**src/rtl/distributor14_if.sv**
```systemverilog
// distributor14_if: source handshake plus four consumer channels of the 1-to-4 distributor
interface distributor14_if #(parameter int WIDTH = 32);
  logic [WIDTH-1:0] iData;
  logic [1:0]       iS;
  logic             iValid;
  logic             oReady;
  logic [WIDTH-1:0] oZ0;
  logic [WIDTH-1:0] oZ1;
  logic [WIDTH-1:0] oZ2;
  logic [WIDTH-1:0] oZ3;
  logic [3:0]       oValid;
  logic [3:0]       iReady;
  modport master (output iData, iS, iValid, iReady, input oReady, oZ0, oZ1, oZ2, oZ3, oValid);
  modport slave (input iData, iS, iValid, iReady, output oReady, oZ0, oZ1, oZ2, oZ3, oValid);
endinterface

```
**src/rtl/distributor14.sv**
```systemverilog
// distributor14: steers one valid/ready stream into four 2-entry first-word-fall-through channels
module distributor14 #(parameter int WIDTH = 32) (
  input logic iClk,
  input logic iRst,
  distributor14_if.slave bus
);
  logic [WIDTH-1:0] mem_q [4][2];
  logic [1:0] cnt_q [4];
  logic [1:0] cnt_d [4];
  logic [3:0] wp_q, rp_q, push, pop;
  // Readiness depends only on the selected channel's occupancy, never on iReady or iValid
  assign bus.oReady = cnt_q[bus.iS] != 2'd2;
  assign bus.oZ0 = mem_q[0][rp_q[0]];
  assign bus.oZ1 = mem_q[1][rp_q[1]];
  assign bus.oZ2 = mem_q[2][rp_q[2]];
  assign bus.oZ3 = mem_q[3][rp_q[3]];
  // Per-channel push/pop decode and next occupancy
  always_comb begin
    for (int k = 0; k < 4; k++) begin
      push[k] = bus.iValid & bus.oReady & (bus.iS == 2'(k));
      pop[k] = (cnt_q[k] != 2'd0) & bus.iReady[k];
      cnt_d[k] = cnt_q[k] + 2'(push[k]) - 2'(pop[k]);
      bus.oValid[k] = cnt_q[k] != 2'd0;
    end
  end
  // Buffer storage, 1-bit pointers toggle to wrap, reset clears everything
  always_ff @(posedge iClk) begin
    if (iRst) begin
      wp_q <= '0;
      rp_q <= '0;
      for (int k = 0; k < 4; k++) begin
        cnt_q[k] <= '0;
        mem_q[k][0] <= '0;
        mem_q[k][1] <= '0;
      end
    end else begin
      wp_q <= wp_q ^ push;
      rp_q <= rp_q ^ pop;
      for (int k = 0; k < 4; k++) begin
        cnt_q[k] <= cnt_d[k];
        if (push[k]) mem_q[k][wp_q[k]] <= bus.iData;
      end
    end
  end
endmodule

```
**src/flat_wrapper.sv**
```systemverilog
// flat-port wrapper written by rule: the top's interface ports become plain ports
module distributor14_flat 
#(parameter int WIDTH = 32)
  (iClk, iRst, bus_iData, bus_iS, bus_iValid, bus_iReady, bus_oReady, bus_oZ0, bus_oZ1, bus_oZ2, bus_oZ3, bus_oValid);
  distributor14_if #(.WIDTH(WIDTH)) bus_i ();
  input logic iClk;
  input logic iRst;
  input wire logic [$bits(bus_i.iData)-1:0] bus_iData;
  input wire logic [$bits(bus_i.iS)-1:0] bus_iS;
  input wire logic [$bits(bus_i.iValid)-1:0] bus_iValid;
  input wire logic [$bits(bus_i.iReady)-1:0] bus_iReady;
  output wire logic [$bits(bus_i.oReady)-1:0] bus_oReady;
  output wire logic [$bits(bus_i.oZ0)-1:0] bus_oZ0;
  output wire logic [$bits(bus_i.oZ1)-1:0] bus_oZ1;
  output wire logic [$bits(bus_i.oZ2)-1:0] bus_oZ2;
  output wire logic [$bits(bus_i.oZ3)-1:0] bus_oZ3;
  output wire logic [$bits(bus_i.oValid)-1:0] bus_oValid;
  assign bus_i.iData = bus_iData;
  assign bus_i.iS = bus_iS;
  assign bus_i.iValid = bus_iValid;
  assign bus_i.iReady = bus_iReady;
  assign bus_oReady = bus_i.oReady;
  assign bus_oZ0 = bus_i.oZ0;
  assign bus_oZ1 = bus_i.oZ1;
  assign bus_oZ2 = bus_i.oZ2;
  assign bus_oZ3 = bus_i.oZ3;
  assign bus_oValid = bus_i.oValid;
  distributor14 #(.WIDTH(WIDTH)) u_core (.iClk(iClk), .iRst(iRst), .bus(bus_i));
endmodule
```
**config.mk**
```make
export PLATFORM = sky130hd
export DESIGN_NAME = distributor14_flat
export DESIGN_NICKNAME = d
export VERILOG_FILES = /design/src/rtl/distributor14_if.sv /design/src/rtl/distributor14.sv /design/src/flat_wrapper.sv
export SDC_FILE = /design/constraint.sdc
export NUM_CORES = 1
export LEC_CHECK = 0
export CELL_PAD_IN_SITES_DETAIL_PLACEMENT = 0
export CELL_PAD_IN_SITES_GLOBAL_PLACEMENT = 1
export CORE_UTILIZATION = 40
export DETAILED_ROUTE_END_ITERATION = 6
export HOLD_SLACK_MARGIN = 0.06
export PLACE_DENSITY_LB_ADDON = 0.1
export SKIP_CTS_REPAIR_TIMING = 1
export SYNTH_ARGS = -nofsm -noshare
export SYNTH_HDL_FRONTEND = slang
export SYNTH_SLANG_ARGS = --single-unit
```
**constraint.sdc**
```tcl
create_clock -name iClk -period 2.8 [get_ports iClk]
set_input_delay 0.56 -clock iClk [delete_from_list [all_inputs] [get_ports iClk]]
set_output_delay 0.56 -clock iClk [all_outputs]
set_load 0.01 [all_outputs]
```
Yosys cells after proc, flatten, opt, wreduce, memory -nomap -nowiden:

Memories as Yosys holds them, arrays and structs flattened.
Index checks and enable logic that the tools add are counted.

* flip-flop bits (word level): 8
* bits in writable memories: 264
* input bits: 41
* word-level logic and storage cells: 611
* memories kept: 2

* add/sub/neg operators: 8
* $lt $le $gt $ge: 12
* eq/ne operators: 4
* multiplexer cells: 295
* bitwise operators: 279
* reductions and logical operators: 9

Memory list
* u_core.mem_q: words 4, bits a word 64, read ports 4, clocked after memory_dff 0, write ports 4, RTL line distributor14.sv:7 `logic [WIDTH-1:0] mem_q [4][2];`
* u_core.cnt_q: words 4, bits a word 2, read ports 5, clocked after memory_dff 0, write ports 4, RTL line distributor14.sv:8 `logic [1:0] cnt_q [4];`

Operators with widths (number)
* two-way mux 32 bit: 16
* two-way mux 1 bit: 267
* OR 1 bit: 260
* two-way mux 64 bit: 4
* demux 32 bit (select 1 bit): 4
* greater-or-equal comparator 2 bit, second input constant: 8
* inverter 1 -> 2 bit: 8
* bitwise AND 1 bit: 9
* adder 2 x 1 -> 2 bit: 4
* < comparator 2 x 1 -> 1 bit, second input constant: 4
* two-way mux 2 bit: 4
* nonzero test 2 bit: 4
* subtractor 2 x 1 -> 2 bit: 4
* XOR 4 bit: 2
* == test 2 bit, second input constant: 2
* logical AND 1 bit: 4
* == test 2 x 1 -> 1 bit, second input constant: 1
* logical NOT 2 bit: 1
* inequality test 2 bit, second input constant: 1

Logic depth before layout (Yosys ltp):

Gate-level depths: netlist of the first run.
An unclocked memory read counts as a cell.

* depth after elaboration: 8
* gate-level depth with buffers: 8

Worst setup path after synthesis of the first run:

Ideal clock, no wire load.

* kind: input -> register
* from: input port bus_iS[0]
* to: memory u_core.mem_q[0][32] in the netlist's numbering (enable)
* data arrival time: 2.496 ns
* required time: 2.372 ns
* setup slack: -0.124 ns
* stages: 4
* cell sequence: buf_2 nor2_1 nand3_1 o21bai_1

RTL lines
* start, declared: RTL line flat_wrapper.sv:9 `input wire logic [$bits(bus_i.iS)-1:0] bus_iS;`
* end, declared: RTL line distributor14.sv:7

Worst setup path after layout of the first run:

* from: register u_core.rp_q[0]
* to: output port bus_oZ0[19]

* cells in the longest elaborated chain, start to end: 4

RTL lines
* start, declared: RTL line distributor14.sv:10 `logic [3:0] wp_q, rp_q, push, pop;`
* start signal, assigned: RTL line distributor14.sv:38 `rp_q <= rp_q ^ pop;`
* inverter 1 -> 2 bit (implied by the code): RTL line distributor14.sv:13 `assign bus.oZ0 = mem_q[0][rp_q[0]];`
* two-way mux 32 bit (implied by the code) (3 in series): RTL line distributor14.sv:13
* end, declared: RTL line flat_wrapper.sv:13 `output wire logic [$bits(bus_i.oZ0)-1:0] bus_oZ0;`

No other way between the ends. The select of a mux whose other input is x is not followed.

==> summary.md, run 1 <==
| Metric | Value |
|---|---|
| Layout cells sized above 1 | 0.202 |
| Async SR Flop Fraction | 0 |
| Initial antenna violation count | 0 |
| WL final | between 20000 and 30000 um |
| # rows | 62 |
| Register bit total from synthesis | between 200 and 300 |
| Synth Area per Inst | 13.1 um2 |
| Endpoints failing hold | 0 |
| R2R setup slack | between 0.8 and 0.9 ns |
| Gate power share | 0.248 |
| Slew @ Worst Pin | 0.429 ns |
| Ys Warns | 0 |
| Drc violations | 0 |
| Max transition margin | 0.714 |
| Cell Count, Final, Fillers Out | about 1500 |
| Fin Setup TNS | 0 ns |
| Grt ovf | 0 |
| Final setup vio count | 0 |
| Clock Latency Late Sink | about 0.54 ns |
| DIE WIDTH | roughly 170 um |
| Critical path startpoint | u_core.rp_q[0]$_SDFF_PP0_ |
| Lkg Pwr | approximately 0.006 uW |
| Post-Syn Area | about 0.012 mm2 |
| Clk slew on worst S/H paths | around 0.060 ns |
| Avg Vias per Cell | 4.83 |
| DRT Pass-1 Iters | 4 |
| Cells after DPL | 1432 |
| DR iter-0 viols | around 350 |
| Area share of the largest cell type after synthesis | 0.407 |
| First-pass GRT wire length | between 40000 and 50000 um |
| Synth Flop Type | edfxtp_1 |
| Post-Syn Instances | between 900 and 1000 |
| R2R depth | 5 |
| Period Utilization, post-route | 0.966 |
| Tmin final | between 2 and 3 ns |
| Core area | about 0.029 mm2 |
| Internal | 8380 uW |
| RR Endpoint | u_core.mem_q[1][6]$_DFFE_PP_ |
| Synthesized net count | 953 |
| Flop pwr share | 0.413 |
| Die Area | 0.0302 mm2 |
| Clock root buffer | clkbuf_16 |
| Sequential area share after synthesis | 0.596 |
| Sw Ratio | 0.264 |
| Max Slew Vio Count | 0 |
| Max clock buf depth | 3 |
| Pin count of the biggest net entering global routing | roughly 120 |
| CTS Sinks | ~270 |
| Setup WS post-layout | ~0.094 ns |
| Worst setup EP type | output port |
| FMAX | between 0.3 and 0.4 GHz |
| Hold endpoint | u_core.cnt_q[3][1]$_SDFF_PP0_ |
| PD cells | 750 mW/mm2 |
| Worst path top cell family by delay | buffers and inverters |
| IO Pins | ~170 |
| Crit path depth | 3 |
| Critical Path Source Type | flop |
| Hold slack | 0.413 ns |
| CP arrival | 2.15 ns |
| Nets | roughly 1100 |
| GRT Total Usage | 0.193 |
| Layout area overhead | 28.4% |
| Crit path buffers/inverters | 2 |
| Initial core utilization | 0.410 |
| Vias after detailed routing | around 7200 |
| Hold path cells | 2 |
| Outcome | finished, final reports clean |
| Crit-path max FO | 25 |
| Worst r2r src | u_core.cnt_q[2][1]$_SDFF_PP0_ |
| Slowest cell on crit path | clkdlybuf4s50_1 |
| Worst Clk Skew | between 0.01 and 0.015 ns |
| Required @ worst endpoint | 2.24 ns |
| CP Class | reg -> out |
| Hold wc startpoint | iRst |
| Antenna cells | 0 |
| Slowest stage delay, CP | 0.55 ns |
| Max-cap viol count | 0 |
| Chip Height | approximately 170 um |
| Critical-path cell list | buf_12, mux2_2, clkdlybuf4s50_1 |
| RSZ-0062 raised after global routing | false |
| Synth top area cells | edfxtp_1, dfxtp_1, mux2_2 |
| Pre-CTS setup slack | ~0.06 ns |
| Drt wl/cell | about 20 um |
| Net switching power figure | ~3000 uW |
| Port Buffers | approximately 170 |
| Most frequent cells after synthesis | edfxtp_1, nand2b_1, mux2_2 |
| Post-synth EDFFs | between 150 and 200 |
| Clock power frac | 0.339 |
| Vias in the first global route | between 7000 and 8000 |
| Max IR drop VDD | between 0.4 and 0.5 mV |
| DRT antenna net count | 0 |
| Synth area leader | edfxtp_1 |
| TritonCTS buffer count | 30 |
| TritonCTS clock tree | built |
| Cell with the most instances after synthesis | edfxtp_1 |
| H-tree depth | 1 |
| Synth unique cells | 35 |
| GPL Wtd Cong | approximately 0.74 |
| Min-delay worst type | in -> reg |
| DP HPWL | 18200 um |
[worst max-delay path by stage]
stage	to	slack, ns
floorplan	u_core.mem_q[2][32]$_DFFE_PP_	0.40
CTS	bus_oZ3[2]	-0.07
global route	bus_oZ0[30]	0.02
detailed placement	bus_oReady	0.06
global placement	bus_oReady	0.03
finish	bus_oZ0[19]	0.09
[power groups by stage]
stage	Clock (uW)	Combinational, uW	Sequential [uW]
6_report	3870	2820	4700
3_3_place_gp	0	2860	4770
5_1_grt	4070	3010	4730
3_5_place_dp	0	2860	4780
2_1_floorplan	0	1500	4680
4_1_cts	3950	2880	4690
[per-stage QoR]
stage                     cell area [um2]  power [uW]   util
after CTS                           15200       11500  0.526
after floorplan                     11800        6180      -
final                               15200       11400  0.526
after global routing                15200       11800  0.526
after detailed placement            14200        7630  0.492
after global placement              14200        7630  0.492
[flip-flops by register name (all words and copies together), names as in the netlist]
name	cells
u_core.cnt_q	8
u_core.wp_q	4
u_core.mem_q	256
u_core.rp_q	4
[cells by family (layout without fill, tap and decap cells)]
kind of cell | after synthesis | count (layout) | share of synthesized area
AO/OA/AOI/OAI | 13 | 13 | 0.00773
XOR/XNOR | 10 | 10 | 0.00741
adder cells (fa/ha/maj) | 8 | 8 | 0.00847
buffers and inverters | 70 | 269 | 0.0284
flip-flops | 272 | 272 | 0.596
multiplexers | 226 | 226 | 0.205
AND/OR/NAND/NOR | 305 | 305 | 0.147
[routing by layer]
metal,track usage,wire (um)
met1,0.267,13800
met2,0.316,13500
met3,0.0342,1370
met4,0.0402,452
met5,0,0
[final cells by class]
type,count,area (um2)
fill,2518,13700
sequential,272,7060
multi-input combinational,562,4490
timing repair buffer,203,2130
clock buffer,50,927
tap,384,480
clock inverter,5,52.6
inverter,11,41.3
[cell usage in the layout (no fill, tap or decap), drive strengths merged, types with 2 or more instances in the layout]
master	instances
edfxtp	160
dfxtp	112
nand2	34
nor2b	9
inv	11
nor3	4
or4b	2
mux2	129
buf	31
clkdlybuf4s50	171
xnor2	6
and2	66
ha	8
xor2	4
nand3	2
or2	5
o21ai	2
nor2	44
a21o	3
o21a	4
clkinv	3
nand2b	132
clkbuf	50
mux2i	97
Power figures use the tool's default switching activity.
==> run 2: changes to the inputs <==
ABC_CLOCK_PERIOD_IN_PS = 2800   (was default)
GPL_TIMING_DRIVEN = 0   (was default)
==> run 2 against run 1 <==
Non-clock buffer count grew 27. Hold slack gained 0.060 ns. Sequential cell count is the same. Register-to-register slack lost 0.44 ns. Maximum frequency shrank 0.63%. Combinational power shrank 2%. Setup slack lost 0.017 ns. Clock-buffer cell count shrank 7. Largest cell class unchanged. Critical endpoint is now bus_oZ1[22].
==> summary.md, run 2 (synthesis results as in run 1) <==
| Metric | Value |
|---|---|
| Outcome | finished, final reports clean |
| Multi-input gate area | 0.00445 mm2 (-0.78%) |
| TritonCTS clock tree | built |
| Clock power frac | 0.353 (+0.014) |
| Max Slew Vio Count | 0 (unchanged) |
| Hold path cells | 2 (unchanged) |
| Endpoints failing hold | 0 (unchanged) |
| Sw Ratio | 0.261 (-0.00256) |
| Lkg Pwr | 0.00604 uW (+0.38%) |
| R2R depth | 4 (-1) |
| Worst r2r src | u_core.cnt_q[2][1]$_SDFF_PP0_ |
| IO Pins | 174 (unchanged) |
| CP Class | reg -> out |
| Slew @ Worst Pin | 0.963 ns (+0.534 ns) |
| DRT antenna net count | 0 (unchanged) |
| Most common cell after layout, fill and taps aside | clkdlybuf4s50_1 |
| Tmin final | 2.72 ns (+0.0171 ns) |
| Required @ worst endpoint | 2.24 ns (about the same) |
| Clock root buffer | clkbuf_16 |
| Pwr Total | 11500 uW (+1.1%) |
| Reg area | 0.00705 mm2 (about the same) |
| Grt ovf | 0 (unchanged) |
| GPL Wtd Cong | 0.750 (+1.6%) |
| FMAX | 0.367 GHz (-0.63%) |
| # rows | 62 (unchanged) |
| Clock Latency Late Sink | 0.55 ns (about the same) |
| Min-delay worst type | reg -> reg |
| Nets | 1156 (+2.4%) |
| Top flop regs | u_core.mem_q x256, u_core.cnt_q x8 |
| Max clock buf depth | 3 (unchanged) |
| Chip Height | 174 um (unchanged) |
| First-pass GRT wire length | 46400 um (+4.5%) |
| RSZ-0062 raised after global routing | false |
| Period Utilization, post-route | 0.972 (+0.00610) |
| Layout area overhead | 28.6% |
| CTS Sinks | 272 (unchanged) |
| DRT Pass-1 Iters | 4 (unchanged) |
| Fill count | 2586 (+2.7%) |
| Clk slew on worst S/H paths | 0.06 ns (about the same) |
| Drc violations | 0 (unchanged) |
| Critical Path Source Type | flop |
| Worst setup EP type | output port |
| DR iter-0 viols | 338 (-4.0%) |
| Core area | 0.0289 mm2 (unchanged) |
| Net switching power figure | 3010 uW (+0.14%) |
| Drt wl/cell | 19.8 um (+1.3%) |
| Pre-CTS setup slack | -0.292 ns (-0.352 ns) |
| CP arrival | 2.16 ns (about the same) |
| Max transition margin | 0.358 (-0.356) |
| Hold wc startpoint | u_core.mem_q[2][20]$_SDFFE_PP0P_ |
| DIE WIDTH | 174 um (unchanged) |
| Gate power share | 0.240 (-0.008) |
| R2R setup slack | 0.38 ns (-0.44 ns) |
| Worst Clk Skew | 0.00739 ns (-0.00700 ns) |
| Internal | 8510 uW (+1.5%) |
| Largest reg by FF count | u_core.mem_q |
| Most frequent cells in the layout | clkdlybuf4s50_1, edfxtp_1, nand2b_1, mux2_2, dfxtp_1 |
| Crit-path max FO | 10 (-60%) |
| Avg Vias per Cell | 4.88 (+0.99%) |
| Hold endpoint | u_core.mem_q[2][20]$_SDFFE_PP0P_ |
| Port Buffers | 171 (-1.2%) |
| Final setup vio count | 0 (unchanged) |
| Vias after detailed routing | 7400 (+3.0%) |
| DP HPWL | 21200 um (+17%) |
| WL final | 30000 um (+3.3%) |
| Initial antenna violation count | 0 (unchanged) |
| Setup WS post-layout | 0.0771 ns (-0.0171 ns) |
| Pin count of the biggest net entering global routing | 33 (-73%) |
| Initial core utilization | 0.410 (unchanged) |
| Max-cap viol count | 0 (unchanged) |
| Layout cells sized above 1 | 0.199 (-0.00324) |
| Vias in the first global route | 7729 (+4.5%) |
| Largest register FFs | 256 (unchanged) |
| Max IR drop VDD | 0.451 mV (-0.55%) |
| GRT Total Usage | 0.203 (+0.0102) |
| RR Endpoint | u_core.mem_q[1][22]$_DFFE_PP_ |
| H-tree depth | 1 (unchanged) |
| TritonCTS buffer count | 30 (unchanged) |
| Flop pwr share | 0.407 (-0.006) |
| Die Area | 0.0302 mm2 (unchanged) |
| Final Core Density | 0.527 (+0.000694) |
| PD cells | 758 mW/mm2 (+0.99%) |
| Hold slack | 0.473 ns (+0.0604 ns) |
## run 2: changes by cell type in the layout (fill, tap and decap cells not counted), sizes merged
cell / before / now
buf: 31 / 25
diode: 0 / 1
dlymetal6s2s: 1 / 0
clkinv: 3 / 9
bufinv: 1 / 3
clkbuf: 50 / 77
## run 2: layer usage
layer / share of wire / vias to the layer above / GRT usage
met1: 0.46 / 3634 / 0.279
li1: - / 3550 / -
met5: 0 / - / 0
met3: 0.048 / 36 / 0.0342
met2: 0.47 / 180 / 0.336
met4: 0.018 / 0 / 0.0428
## run 2: critical path, cell delays in order, from the launching register on
cell,delay (ns)
dfxtp_2,0.45
clkbuf_4,0.30
mux2_2,0.37
clkdlybuf4s50_1,0.48
## run 2: final cells by class
type	count	area share
diodes	1	0.000165
plain buffers	55	0.0213
multi-input cells	562	0.293
repair buffers	175	0.119
flip-flops and latches	272	0.464
clock buffers	43	0.0588
inverters	11	0.00272
clock inverters	13	0.00955
well taps	384	0.0316
## run 2: how the worst max path moves through the flow
| stage | from | to | slack [ns] | cells past startpoint |
|---|---|---|---|---|
| after floorplan | bus_iS[0] | u_core.mem_q[2][32]$_DFFE_PP_ | 0.40 | 3 |
| after global placement | bus_iS[1] | u_core.mem_q[2][49]$_DFFE_PP_ | -0.84 | 4 |
| after detailed placement | bus_iValid | u_core.mem_q[0][17]$_DFFE_PP_ | -0.29 | 5 |
| final | u_core.rp_q[1]$_SDFF_PP0_ | bus_oZ1[22] | 0.08 | 3 |
| after CTS | u_core.rp_q[1]$_SDFF_PP0_ | bus_oZ1[8] | -0.65 | 4 |
| after global routing | u_core.rp_q[1]$_SDFF_PP0_ | bus_oZ1[27] | 0.005 | 3 |
## run 2: power groups by stage
stage	registers, uW	clock network, uW	logic (uW)
global route	4720	4290	2970
CTS	4630	4140	2860
finish	4680	4060	2770
floorplan	4680	0	1500
global placement	4710	0	2810
detailed placement	4710	0	2840
## run 2: through the flow
| stage | TNS, ns | instances | cell area (um2) |
|---|---|---|---|
| after detailed placement | -13.57 | 1463 | 14100 |
| final | 0 | 1516 | 15200 |
| after global routing | 0 | 1515 | 15200 |
| after floorplan | 0 | 904 | 11800 |
| after global placement | -103.44 | 1459 | 14000 |
| after CTS | -61.01 | 1519 | 15200 |
==> run 3: changes to the inputs <==
ABC_CLOCK_PERIOD_IN_PS = default   (was 2800)
==> results of run 3 <==
The final DEF is identical to that of run 2; final timing and power are the same.
